$ cat config.mk
export PLATFORM = sky130hd
export DESIGN_NAME = sos_buzzer_module
export DESIGN_NICKNAME = d
export VERILOG_FILES = /design/src/rtl/sos_pkg.sv /design/src/rtl/sos_buzzer_module_ms_tick_gen.sv /design/src/rtl/sos_buzzer_module.sv
export SDC_FILE = /design/constraint.sdc
export NUM_CORES = 1
export LEC_CHECK = 0
export CORE_MARGIN = 2
export CORE_UTILIZATION = 35
export DETAILED_ROUTE_END_ITERATION = 12
export GPL_ROUTABILITY_DRIVEN = 0
export GPL_TIMING_DRIVEN = 0
export PLACE_DENSITY_LB_ADDON = 0.05
export SLEW_MARGIN = 40
export SYNTH_ARGS = -nofsm -noshare
export SYNTH_HDL_FRONTEND = slang
export SYNTH_SLANG_ARGS = --single-unit
$ cat constraint.sdc
create_clock -name CLK -period 3 [get_ports CLK]
set_input_delay 0.6 -clock CLK [delete_from_list [all_inputs] [get_ports CLK]]
set_output_delay 0.6 -clock CLK [all_outputs]
set_load 0.02 [all_outputs]
$ cat src/rtl/sos_pkg.sv
// Shared definitions for the SOS buzzer: phase encoding, pattern length and
// the per-symbol tone length lookup.
package sos_pkg;

  typedef enum logic [1:0] {
    IDLE = 2'd0,
    TONE = 2'd1,
    GAP  = 2'd2,
    DONE = 2'd3
  } state_e;

  localparam int unsigned SYM_COUNT = 9;

  // Symbols 3..5 are the dashes of S-O-S; everything else is a dot.
  function automatic logic [8:0] tone_len_ms(input logic [3:0] sym,
                                             input logic [8:0] short_ms,
                                             input logic [8:0] long_ms);
    return (sym >= 4'd3 && sym <= 4'd5) ? long_ms : short_ms;
  endfunction

endpackage

$ cat src/rtl/sos_buzzer_module_ms_tick_gen.sv
// Millisecond prescaler: single-cycle tick every T1MS cycles, restarted by clr.
module ms_tick_gen #(
  parameter int unsigned T1MS = 50_000
) (
  input  logic CLK,
  input  logic RST,
  input  logic clr,
  output logic tick
);

  localparam logic [15:0] LAST = 16'(T1MS - 1);

  logic [15:0] cnt_q;

  always_ff @(posedge CLK) begin
    if (RST || clr)        cnt_q <= 16'd0;
    else if (cnt_q == LAST) cnt_q <= 16'd0;
    else                   cnt_q <= cnt_q + 16'd1;
  end

  assign tick = (cnt_q == LAST);

endmodule

$ cat src/rtl/sos_buzzer_module.sv
// Plays one Morse SOS on the active-low buzzer pin per accepted SOS_En pulse.
// Define SOS_TONE_EN to drive a passive buzzer with a square wave during tones.
module sos_buzzer_module
  import sos_pkg::*;
#(
  parameter int unsigned T1MS      = 50_000,
  parameter int unsigned SHORT_MS  = 100,
  parameter int unsigned LONG_MS   = 300,
  parameter int unsigned GAP_MS    = 50,
  parameter int unsigned TONE_HALF = 12_500
) (
  input  logic CLK,
  input  logic RST,
  input  logic SOS_En,
  output logic Pin_Out,
  output logic Busy,
  output logic Done
);

  if (T1MS < 1 || T1MS > 65536 || TONE_HALF < 1 || TONE_HALF > 65536) begin : g_bad_param
    $error("sos_buzzer_module: T1MS/TONE_HALF out of 16-bit counter range");
  end

  state_e      state_q, state_d;
  logic [3:0]  sym_q, sym_d;
  logic [8:0]  ms_q, ms_d;
  logic        pin_q, pin_d;
  logic        tick, phase_chg, phase_end;
  logic [8:0]  phase_last_ms;

  assign phase_chg = (state_d != state_q);

  ms_tick_gen #(.T1MS(T1MS)) u_tick (
    .CLK  (CLK),
    .RST  (RST),
    .clr  (phase_chg),
    .tick (tick)
  );

  assign phase_last_ms = (state_q == TONE)
                       ? tone_len_ms(sym_q, 9'(SHORT_MS), 9'(LONG_MS)) - 9'd1
                       : 9'(GAP_MS - 1);
  assign phase_end = tick && (ms_q == phase_last_ms);

  always_comb begin
    state_d = state_q;
    sym_d   = sym_q;
    case (state_q)
      IDLE: if (SOS_En) begin
        state_d = TONE;
        sym_d   = 4'd0;
      end
      TONE: if (phase_end) state_d = GAP;
      GAP: if (phase_end) begin
        if (sym_q < 4'(SYM_COUNT - 1)) begin
          sym_d   = sym_q + 4'd1;
          state_d = TONE;
        end else begin
          state_d = DONE;
        end
      end
      DONE:    state_d = IDLE;
      default: state_d = IDLE;
    endcase
  end

  always_comb begin
    ms_d = ms_q;
    if (phase_chg || state_q == IDLE) ms_d = 9'd0;
    else if (tick)                    ms_d = ms_q + 9'd1;
  end

`ifdef SOS_TONE_EN
  localparam logic [15:0] TOG_LAST = 16'(TONE_HALF - 1);

  logic [15:0] tog_q, tog_d;

  always_comb begin
    tog_d = tog_q + 16'd1;
    if (phase_chg || tog_q == TOG_LAST) tog_d = 16'd0;
    // Square wave always starts low on tone entry.
    pin_d = 1'b1;
    if (state_d == TONE) begin
      if (state_q != TONE)         pin_d = 1'b0;
      else if (tog_q == TOG_LAST)  pin_d = ~pin_q;
      else                         pin_d = pin_q;
    end
  end

  always_ff @(posedge CLK) begin
    if (RST) tog_q <= 16'd0;
    else     tog_q <= tog_d;
  end
`else
  always_comb begin
    pin_d = (state_d != TONE);
  end
`endif

  always_ff @(posedge CLK) begin
    if (RST) begin
      state_q <= IDLE;
      sym_q   <= 4'd0;
      ms_q    <= 9'd0;
      pin_q   <= 1'b1;
    end else begin
      state_q <= state_d;
      sym_q   <= sym_d;
      ms_q    <= ms_d;
      pin_q   <= pin_d;
    end
  end

  assign Pin_Out = pin_q;
  assign Busy    = (state_q == TONE) || (state_q == GAP);
  assign Done    = (state_q == DONE);

endmodule

Word-level counts from Yosys, hierarchy flattened --
Index checks and enable logic that the tools add are counted.
Storage, ports and cells: flip-flop bits (word level) 32, input bits 3, word-level logic and storage cells 43
Operators by class: add/subtract/negate cells 4, magnitude comparators 3, equal/unequal tests 10, muxes and demuxes 11, reductions and logical operators 10
Operator list (count):
- 2-to-1 mux 9 bit | 2
- adder 16 x 1 -> 16 bit (second input constant) | 1
- equality test 16 bit (second input constant) | 1
- 2-to-1 mux 4 bit | 3
- adder 9 x 1 -> 9 bit (second input constant) | 1
- equality test 9 bit | 1
- subtractor 9 x 1 -> 9 bit (second input constant) | 1
- 2-to-1 mux 2 bit | 4
- case mux 2 bit (4 select lines) | 1
- case mux 4 bit (2 select lines) | 1
- != test 2 bit (second input constant) | 3
- adder 4 x 1 -> 4 bit (second input constant) | 1
- equality test 2 bit (second input constant) | 2
- greater-or-equal comparator 4 x 2 -> 1 bit (second input constant) | 1
- <= comparator 4 x 3 -> 1 bit (second input constant) | 1
- < comparator 4 bit (second input constant) | 1
- AND reduction 4 bit | 1
- OR reduction 2 bit | 2
- logical OR 1 bit | 3
- equality test 2 x 1 -> 1 bit (second input constant) | 1
- logical AND 1 bit | 2
- zero test 2 bit | 1
- != test 2 x 1 -> 1 bit (second input constant) | 1
- != test 2 bit | 1
- nonzero test 2 bit | 1

Depth between registers and ports, before layout --
Gate-level depths: netlist (run 1).
depth in word-level cells 12, depth in mapped cells 10

Modules after synthesis --
Synthesis (run 1) repeated with hierarchy kept, for this count alone.
Unflattened totals: cells, all modules 211, area total of the unflattened synthesis 1795.5 um^2
By module, submodules not included:
- sos_buzzer_module | instances 1, cells an instance 131, area an instance 1074.8 um^2, seq. area each 320.3 um^2
- ms_tick_gen | instances 1, cells an instance 80, area an instance 720.7 um^2, seq. area each 320.3 um^2

Worst setup path after synthesis (run 1) --
Ideal clock, no wire load.
path type reg-to-reg, start register state_q[1], end register pin_q, in the netlist Pin_Out, setup time 0.123 ns, arrival 2.041 ns, data required time 2.877 ns, slack 0.836 ns, cell stages (with the launch flop) 9, cells stage by stage dfxtp_1 inv_1 ha_1 buf_2 a2111oi_2 o211ai_1 or3_4 a221oi_4 o21ai_2
Between the ends: longest elaborated chain between the ends 7
Ends and longest elaborated chain:
- start, declared | line sos_buzzer_module.sv:24 | state_e state_q, state_d;
- start signal, assigned | line sos_buzzer_module.sv:107 | state_q <= state_d;
- equality test 2 x 1 -> 1 bit | line sos_buzzer_module.sv:40, sos_buzzer_module.sv:48
- 2-to-1 mux 9 bit | line sos_buzzer_module.sv:41 | ? tone_len_ms(sym_q, 9'(SHORT_MS), 9'(LONG_MS)) - 9'd1
- equality test 9 bit | line sos_buzzer_module.sv:43 | assign phase_end = tick && (ms_q == phase_last_ms);
- logical AND 1 bit | line sos_buzzer_module.sv:43
- 2-to-1 mux 2 bit (on tied branches) | line sos_buzzer_module.sv:54, sos_buzzer_module.sv:53
- case mux 2 bit (4 select lines) (*) | line sos_buzzer_module.sv:48 | case (state_q)
- != test 2 x 1 -> 1 bit (*) | line sos_buzzer_module.sv:96 | pin_d = (state_d != TONE);
- end signal, assigned | line sos_buzzer_module.sv:110 | pin_q <= pin_d;
- end, declared | line sos_buzzer_module.sv:27 | logic pin_q, pin_d;
Every way passes the cells marked *; elsewhere a longest branch is shown, timed or not. A chain may end at the register's enable or synchronous reset.

Worst setup path in the final report (run 1) --
start register state_q[1], end register state_q[1]
Between the ends: longest elaborated chain between the ends 6
Ends and longest elaborated chain (line):
- equality test 2 x 1 -> 1 bit | sos_buzzer_module.sv:40, sos_buzzer_module.sv:48
- 2-to-1 mux 9 bit | sos_buzzer_module.sv:41
- equality test 9 bit | sos_buzzer_module.sv:43
- logical AND 1 bit | sos_buzzer_module.sv:43
- 2-to-1 mux 2 bit (on tied branches) | sos_buzzer_module.sv:54, sos_buzzer_module.sv:53
- case mux 2 bit (4 select lines) (*) | sos_buzzer_module.sv:48
Marked as above.

==> flow_summary.ini, run 1 <==
[outcome]
outcome = completed

[power_and_ir_drop]
ir_drop_mv = 0.268
p_leak_nw = 0.688
powerDensity_nw_per_um2 = 496
total_power_uw = 985

[synthesis]
yosysWarningCount = 0
synthTopCellsByArea = dfxtp_1 37%, nor2_1 7.1%, ha_1 6.4%
avgSynthCellArea_um2 = 8.73
synthArstFlopShare_pct = 0
synth.distinct_cells = 52
synth_ff_type = dfxtp_1
synth_top_area_cell = dfxtp_1
ys_ff_latch = 32
ys_seq_area_share_pct = 36.7
synth.top_cell.area_share_pct = 36.7
synth_nets = 212
synth_edf_count = 0
synth_area_um2 = 1750
synth_cells = 200

[sta]
setup_tns_ns = 0
hold_violations = 0
tightest_slew_ns = 0.555
fin_skew_ns = 0.00506
grt_setup_unrepaired = no
setup_viol = 0
finalCritPeriodShare_pct = 80.9
fmax_ghz = 0.412
relSlewSlack_pct = 62.7
slew_viol_final = 0
fin_crit_ns = 2.43

[layout]
fin_nets = 224
nFillCells = 499
final_common_cell = nor2_1
multi_input_area_um2 = 1030
final-seq-area_um2 = 641
drive_above_1_share_pct = 9.86
final_cell_mix = 33 x nor2_1, 32 x dfxtp_1, 17 x nand2_1, 11 x xnor2_1
final_area_um2 = 1990
antenna_cells = 0
syn_to_final_growth_pct = 13.8
instances_no_fill = 280

[clocking]
post_cts_buffers = 0
cts_sinks = 32
cts_root_buf = clkbuf_8
clk_pin_slew_worst_paths_ns = 0.06
hold_buffers = 0
clkLatencyLatePin_ns = 0.28
cts_resized = 0
cts_tree = built
clockBufferDepth = 2
h-tree-depth = 2
numCtsBuffers = 5

[global_routing]
antenna_found_initial = 0
globalRouteTotalUtil_pct = 14.2
grt_max_degree = 11
grt_pass1_wl_um = 6110
grt_overflow = 0
grt_pass1_vias = 1379

[run]
maxCapViolations = 0

[hold_path]
min_path_type = reg2reg
hold_path_depth = 1
hold_start = u_tick.cnt_q[0]
hold_path_end = u_tick.cnt_q[0]

[setup_path]
r2r-end = state_q[1]
critical_path_class = reg2reg
rr_worst_depth = 8
crit_required_ns = 3.21
critPathLaunch = state_q[1]
reg2reg_from = state_q[1]
crit_arrival_ns = 2.64
worstSetupStartpointType = flop
ff2ff_setup_slack_ns = 0.57
critPathMaxFanout = 9
end_kind = flop

[floorplan]
rows = 25
die_h_um = 74.6
start_util_pct = 36.7
die_w_um = 74.6
die_area_um2 = 5570
core_region_area_um2 = 4750
top_level_ports = 6

[drt]
vias = 1372
drtPass1Iterations = 4
drt_iter0_drc = 59
drc = 0
vias_per_cell = 4.90
wl_per_cell_um = 11.9
antenna_left = 0
postRouteWirelength_um = 3330

[place]
placed_cells = 272
io_buffers = 5
placedInstanceArea_um2 = 1880
hpwl_um = 2570
## flip-flops by register name, indices dropped and copies added (netlist names)
register and count:
Pin_Out 1, ms_q 9, state_q 2, sym_q 4, u_tick.cnt_q 16
## stage by stage
stage | setup WS, ns | util, % | hold slack [ns]
after detailed placement | 0.515 | 39.6 | 0.441
final | 0.572 | 41.8 | 0.443
after CTS | 0.556 | 41.8 | 0.447
after floorplan | 0.836 | - | 0.413
after global placement | 0.544 | 39.6 | 0.424
after global routing | 0.298 | 41.8 | 0.473
## cell usage after synthesis (all sizes together) (4+ instances only)
master  instances
a21oi           4
and3            7
buf             5
dfxtp          32
ha              9
inv            10
nand2          18
nand4           6
nor2           33
nor3            4
o21ai           6
or3             4
xnor2          11
xor2           10
## worst max-delay path by stage
| stage | slack [ns] | to | cells past startpoint |
|---|---|---|---|
| 2_1_floorplan | 0.84 | Pin_Out | 8 |
| 3_3_place_gp | 0.54 | u_tick.cnt_q[7] | 8 |
| 3_5_place_dp | 0.52 | u_tick.cnt_q[10] | 8 |
| 4_1_cts | 0.56 | state_q[1] | 8 |
| 5_1_grt | 0.30 | state_q[1] | 8 |
| 6_report | 0.57 | state_q[1] | 8 |
## area by class of cell
cell class / instances / share of cell area [%]
multi-input cells: 151 / 51.9
flip-flops and latches: 32 / 32.2
well taps: 67 / 4.22
clock buffers: 6 / 3.65
repair buffers: 5 / 2.52
plain buffers: 7 / 1.89
inverters: 10 / 1.89
clock inverters: 2 / 1.76
## layer usage
metal	vias up	part of all wire, %	global-route usage [%]
li1	724	-	-
met2	10	52	24.2
met5	-	0	0
met3	5	2.3	4.28
met1	633	44	16.5
met4	0	1.2	6.55
## where the power goes
group	switching, mW	internal, mW	total [mW]
Combinational	0.0802	0.0517	0.132
Sequential	0.0109	0.437	0.448
Clock	0.160	0.246	0.406
Total	0.251	0.735	0.985
## critical path: stages (launching register included)
cell and delay [ns]:
dfxtp_1 0.45, inv_1 0.13, ha_1 0.19, buf_2 0.17, a2111oi_2 0.39, o211ai_1 0.18, nor3_1 0.32, mux2_2 0.40
nor3_1 0.12
## cell families (layout without fill, tap and decap cells)
| group | Yosys count | count (layout) | synth area share, % |
|---|---|---|---|
| AOI/OAI and AO/OA | 32 | 32 | 15.3 |
| xor gates and xnor gates | 21 | 21 | 10.5 |
| DFF | 32 | 32 | 36.7 |
| adders and majority gates | 9 | 9 | 6.45 |
| buffers and inverters | 17 | 30 | 4.30 |
| and+or+nand+nor | 87 | 87 | 25.5 |
| muxes | 2 | 2 | 1.22 |
(Power assumes the default switching activity.)
==> inputs of run 2 (changes only) <==
- clock period: 3 -> 2.5 ns (I/O delays scaled with it)
==> run 2 against run 1 <==
Clock power is 20% higher. Die area stayed put. Critical path type unchanged. Routed wire length is 0.60% higher.
==> flow_summary.ini, run 2 (same netlist as run 1, synthesis figures left out) <==
[clocking]
cts_root_buf = clkbuf_8
cts_sinks = 32
h-tree-depth = 2
post_cts_buffers = 0
numCtsBuffers = 5
clkLatencyLatePin_ns = 0.28
cts_tree = built
clockBufferDepth = 2
clk_pin_slew_worst_paths_ns = 0.06

[floorplan]
rows = 25
top_level_ports = 6
core_region_area_um2 = 4750
die_area_um2 = 5570
die_w_um = 74.6
start_util_pct = 36.7
die_h_um = 74.6

[global_routing]
globalRouteTotalUtil_pct = 14.2
grt_pass1_vias = 1379
grt_max_degree = 11
antenna_found_initial = 0
grt_overflow = 0
grt_pass1_wl_um = 6110

[power_and_ir_drop]
ir_drop_mv = 0.322
powerDensity_nw_per_um2 = 593
p_leak_nw = 0.692

[drt]
antenna_left = 0
postRouteWirelength_um = 3350
wl_per_cell_um = 12.0
vias = 1371
drt_iter0_drc = 52
drtPass1Iterations = 4
drc = 0
vias_per_cell = 4.90

[setup_path]
crit_buf_inv = 2
rr_worst_depth = 8
critPathSlowestCell = dfxtp_2
critPathMaxStageDelay_ns = 0.39
r2r-end = Pin_Out
crit_required_ns = 2.67
critPathMaxFanout = 9
cpLargestDelayFamily = compound AO/OA/AOI/OAI gates
ff2ff_setup_slack_ns = 0.19
critical_path_class = reg2reg
crit_arrival_ns = 2.48
reg2reg_from = state_q[1]
worstPathCellList = inv_1 > ha_1 > buf_2 > a2111oi_2 > o211ai_1 > or3_4 > a221oi_4 > o21ai_2
end_kind = flop
worstSetupStartpointType = flop

[place]
placed_cells = 272
io_buffers = 5
hpwl_um = 2570

[layout]
final_common_cell = nor2_1
final_util_pct = 42.0
top_register = u_tick.cnt_q
largest_reg_flops = 16
instances_no_fill = 280
syn_to_final_growth_pct = 14.3
final_cell_mix = 33 x nor2_1, 31 x dfxtp_1, 17 x nand2_1, 11 x xnor2_1
fin_nets = 224
top_regs = u_tick.cnt_q (16), ms_q (9), sym_q (4)
drive_above_1_share_pct = 11.3
antenna_cells = 0

[sta]
slew_viol_final = 0
fin_crit_ns = 2.31
tightest_slew_ns = 0.552
fmax_ghz = 0.432
finalCritPeriodShare_pct = 92.6
hold_violations = 0
relSlewSlack_pct = 62.9
setup_tns_ns = 0
fin_skew_ns = 0.00486
setup_viol = 0

[hold_path]
hold_path_depth = 1
hold_start = u_tick.cnt_q[0]
hold_path_end = u_tick.cnt_q[0]
min_path_type = reg2reg

[outcome]
outcome = completed

[run]
maxCapViolations = 0
## run 2: what timing repair did
item,CTS,global route
gates resized for setup,0,4
endpoints found under the setup margin,0,23
hold buffers,0,0
## run 2: how the worst max path moves through the flow
stage	start	to	slack (ns)	cells after the start
after global routing	state_q[1]	Pin_Out	-0.003	8
after CTS	state_q[1]	state_q[1]	0.06	8
after global placement	state_q[1]	state_q[1]	0.09	8
final	state_q[1]	Pin_Out	0.19	8
after detailed placement	state_q[1]	state_q[1]	0.08	8
after floorplan	state_q[1]	Pin_Out	0.34	8
## run 2: cell type report
type,instances,area (µm²)
clock inverters,2,35.0
repair buffers,5,50.0
flip-flops and latches,32,642
multi-input cells,151,1040
well taps,67,83.8
clock buffers,6,72.6
inverters,10,37.5
fillers,499,2760
plain buffers,7,38.8
## run 2: metal layers
| layer | vias up | part of all wire [%] | global-route usage (%) |
|---|---|---|---|
| li1 | 721 | - | - |
| met1 | 640 | 45 | 16.5 |
| met2 | 5 | 52 | 24.2 |
| met3 | 5 | 1.7 | 4.28 |
| met4 | 0 | 1.5 | 6.55 |
| met5 | - | 0 | 0 |
## run 2: metrics by stage
step | power [mW] | instance area (µm²) | hold slack, ns | setup slack [ns]
3_3_place_gp | 0.706 | 1880 | 0.424 | 0.0853
6_report | 1.18 | 2000 | 0.443 | 0.186
3_5_place_dp | 0.710 | 1880 | 0.441 | 0.0807
2_1_floorplan | 0.665 | 1750 | 0.413 | 0.336
4_1_cts | 1.20 | 1990 | 0.447 | 0.0556
5_1_grt | 1.25 | 2000 | 0.473 | -0.00261
## run 2: report_power, final
group | total, mW | internal (mW) | leakage [nW] | switching, mW
Clock | 0.487 | 0.296 | 0.0552 | 0.191
Combinational | 0.159 | 0.0629 | 0.378 | 0.0964
Sequential | 0.537 | 0.524 | 0.259 | 0.0132
Total | 1.18 | 0.883 | 0.692 | 0.301
==> inputs of run 3 (changes only) <==
- REMOVE_ABC_BUFFERS: not set -> 1
==> run 3 against run 2 <==
Non-clock buffer count decreased by 7. Flip-flop and latch count unchanged. Hold slack improved by 0.0074 ns. Critical path depth decreased by 1. Power decreased by 9.7%. Cell area decreased by 2.3%. Clock-buffer cell count decreased by 1. Global-route usage decreased by 0.92 points. Via count decreased by 3.4%. Largest power group unchanged. Utilization decreased by 0.95 points. Routed wire length decreased by 5.2%. Largest cell class unchanged.
==> flow_summary.ini, run 3 (same netlist as run 1, synthesis figures left out) <==
[global_routing]
grt_overflow = 0
grt_pass1_vias = 1322
antenna_found_initial = 0
globalRouteTotalUtil_pct = 13.3
grt_max_degree = 15
grt_pass1_wl_um = 5670

[clocking]
numCtsBuffers = 5
cts_resized = 0
hold_buffers = 0
cts_sinks = 32
clk_pin_slew_worst_paths_ns = 0.07
cts_tree = built
clkLatencyLatePin_ns = 0.28
post_cts_buffers = 0
clockBufferDepth = 2
cts_root_buf = clkbuf_8
h-tree-depth = 2

[drt]
wl_per_cell_um = 11.7
vias_per_cell = 4.87
drtPass1Iterations = 4
drc = 0
postRouteWirelength_um = 3180
drt_iter0_drc = 36
vias = 1325
antenna_left = 0

[sta]
relSlewSlack_pct = 71.0
fin_skew_ns = 0.00722
tightest_slew_ns = 0.430
setup_ws_ns = 0.231
hold_violations = 0
fin_crit_ns = 2.27
fmax_ghz = 0.441
finalCritPeriodShare_pct = 90.7
setup_viol = 0
setup_tns_ns = 0
grt_setup_unrepaired = no
slew_viol_final = 0

[layout]
top_register = u_tick.cnt_q
syn_to_final_growth_pct = 11.7
antenna_cells = 0
fin_nets = 217
final_cell_mix = 33 x nor2_1, 32 x dfxtp_1, 17 x nand2_1, 11 x xnor2_1
largest_reg_flops = 16
final_area_um2 = 1950
nFillCells = 493
drive_above_1_share_pct = 10.2
top_regs = u_tick.cnt_q (16), ms_q (9), sym_q (4)
final_common_cell = nor2_1

[setup_path]
crit_buf_inv = 0
crit_cells = 7
reg2reg_from = state_q[0]
rr_worst_depth = 7
r2r-end = Pin_Out
worstPathCellList = ha_2 > nand2_1 > o41ai_2 > a21oi_2 > or3_4 > a221oi_4 > o21ai_2
critPathLaunch = state_q[0]
critPathSlowestCell = dfxtp_1
critPathMaxFanout = 9
ff2ff_setup_slack_ns = 0.23
critPathMaxStageDelay_ns = 0.48
cpLargestDelayFamily = compound AO/OA/AOI/OAI gates
crit_required_ns = 2.66
critical_path_class = reg2reg
end_kind = flop
worstSetupStartpointType = flop
crit_arrival_ns = 2.43

[power_and_ir_drop]
cell_internal_pwr_uw = 773
powerDensity_nw_per_um2 = 548
combPwrFrac_pct = 14.6
ir_drop_mv = 0.301
p_leak_nw = 0.651
pwr-share-seq_pct = 50.2
netSwitchingPower_uw = 296
swShare_pct = 27.7
power_frac_clock_pct = 35.2

[place]
io_buffers = 5
place_ws_ns = 0.0840
hpwl_um = 2370
placedInstanceArea_um2 = 1840

[hold_path]
hold_path_depth = 1
min_path_type = reg2reg
hold_start = u_tick.cnt_q[0]
hold_path_end = u_tick.cnt_q[0]

[floorplan]
start_util_pct = 36.7
rows = 25
top_level_ports = 6
die_w_um = 74.6
die_area_um2 = 5570
core_region_area_um2 = 4750
die_h_um = 74.6

[run]
maxCapViolations = 0

[outcome]
outcome = completed
[run 3: worst max path at each step]
| stage | end | slack (ns) |
|---|---|---|
| after floorplan | Pin_Out | 0.38 |
| after global placement | state_q[1] | 0.09 |
| after detailed placement | state_q[1] | 0.08 |
| after CTS | state_q[1] | 0.06 |
| after global routing | Pin_Out | 0.08 |
| final | Pin_Out | 0.23 |
[run 3: power groups by stage]
stage          logic, mW  registers, mW  clock network, mW
3_5_place_dp       0.155          0.548                  0
4_1_cts            0.156          0.536              0.402
6_report           0.156          0.537              0.376
2_1_floorplan      0.109          0.550                  0
3_3_place_gp       0.152          0.547                  0
5_1_grt            0.177          0.538              0.427
[run 3: worst register-to-register path: stages (launching register included)]
cell and delay, ns:
dfxtp_1 0.48, ha_2 0.37, nand2_1 0.10, o41ai_2 0.24, a21oi_2 0.14, or3_4 0.42, a221oi_4 0.32, o21ai_2 0.08
[run 3: per-stage QoR]
stage	instances	hold WS, ns	utilization [%]	power (mW)
4_1_cts	272	0.458	40.5	1.09
5_1_grt	272	0.468	41.0	1.14
3_3_place_gp	265	0.425	38.8	0.699
2_1_floorplan	193	0.413	-	0.659
6_report	272	0.450	41.0	1.07
3_5_place_dp	265	0.448	38.8	0.704
[run 3: metal layers]
| layer | wire [µm] | global-route usage, % |
|---|---|---|
| met5 | 0 | 0 |
| met4 | 22 | 5.16 |
| met3 | 76 | 4.55 |
| met2 | 1630 | 23.3 |
| met1 | 1450 | 14.9 |
[run 3: layout make-up]
| cell class | count | area [µm²] | area share, % |
|---|---|---|---|
| Multi-Input combinational cell | 151 | 1060 | 54.2 |
| Sequential cell | 32 | 641 | 32.8 |
| Tap cell | 67 | 83.8 | 4.30 |
| Clock buffer | 5 | 68.8 | 3.53 |
| Timing Repair Buffer | 5 | 50.0 | 2.57 |
| Inverter | 10 | 37.5 | 1.92 |
| Clock inverter | 2 | 12.5 | 0.641 |
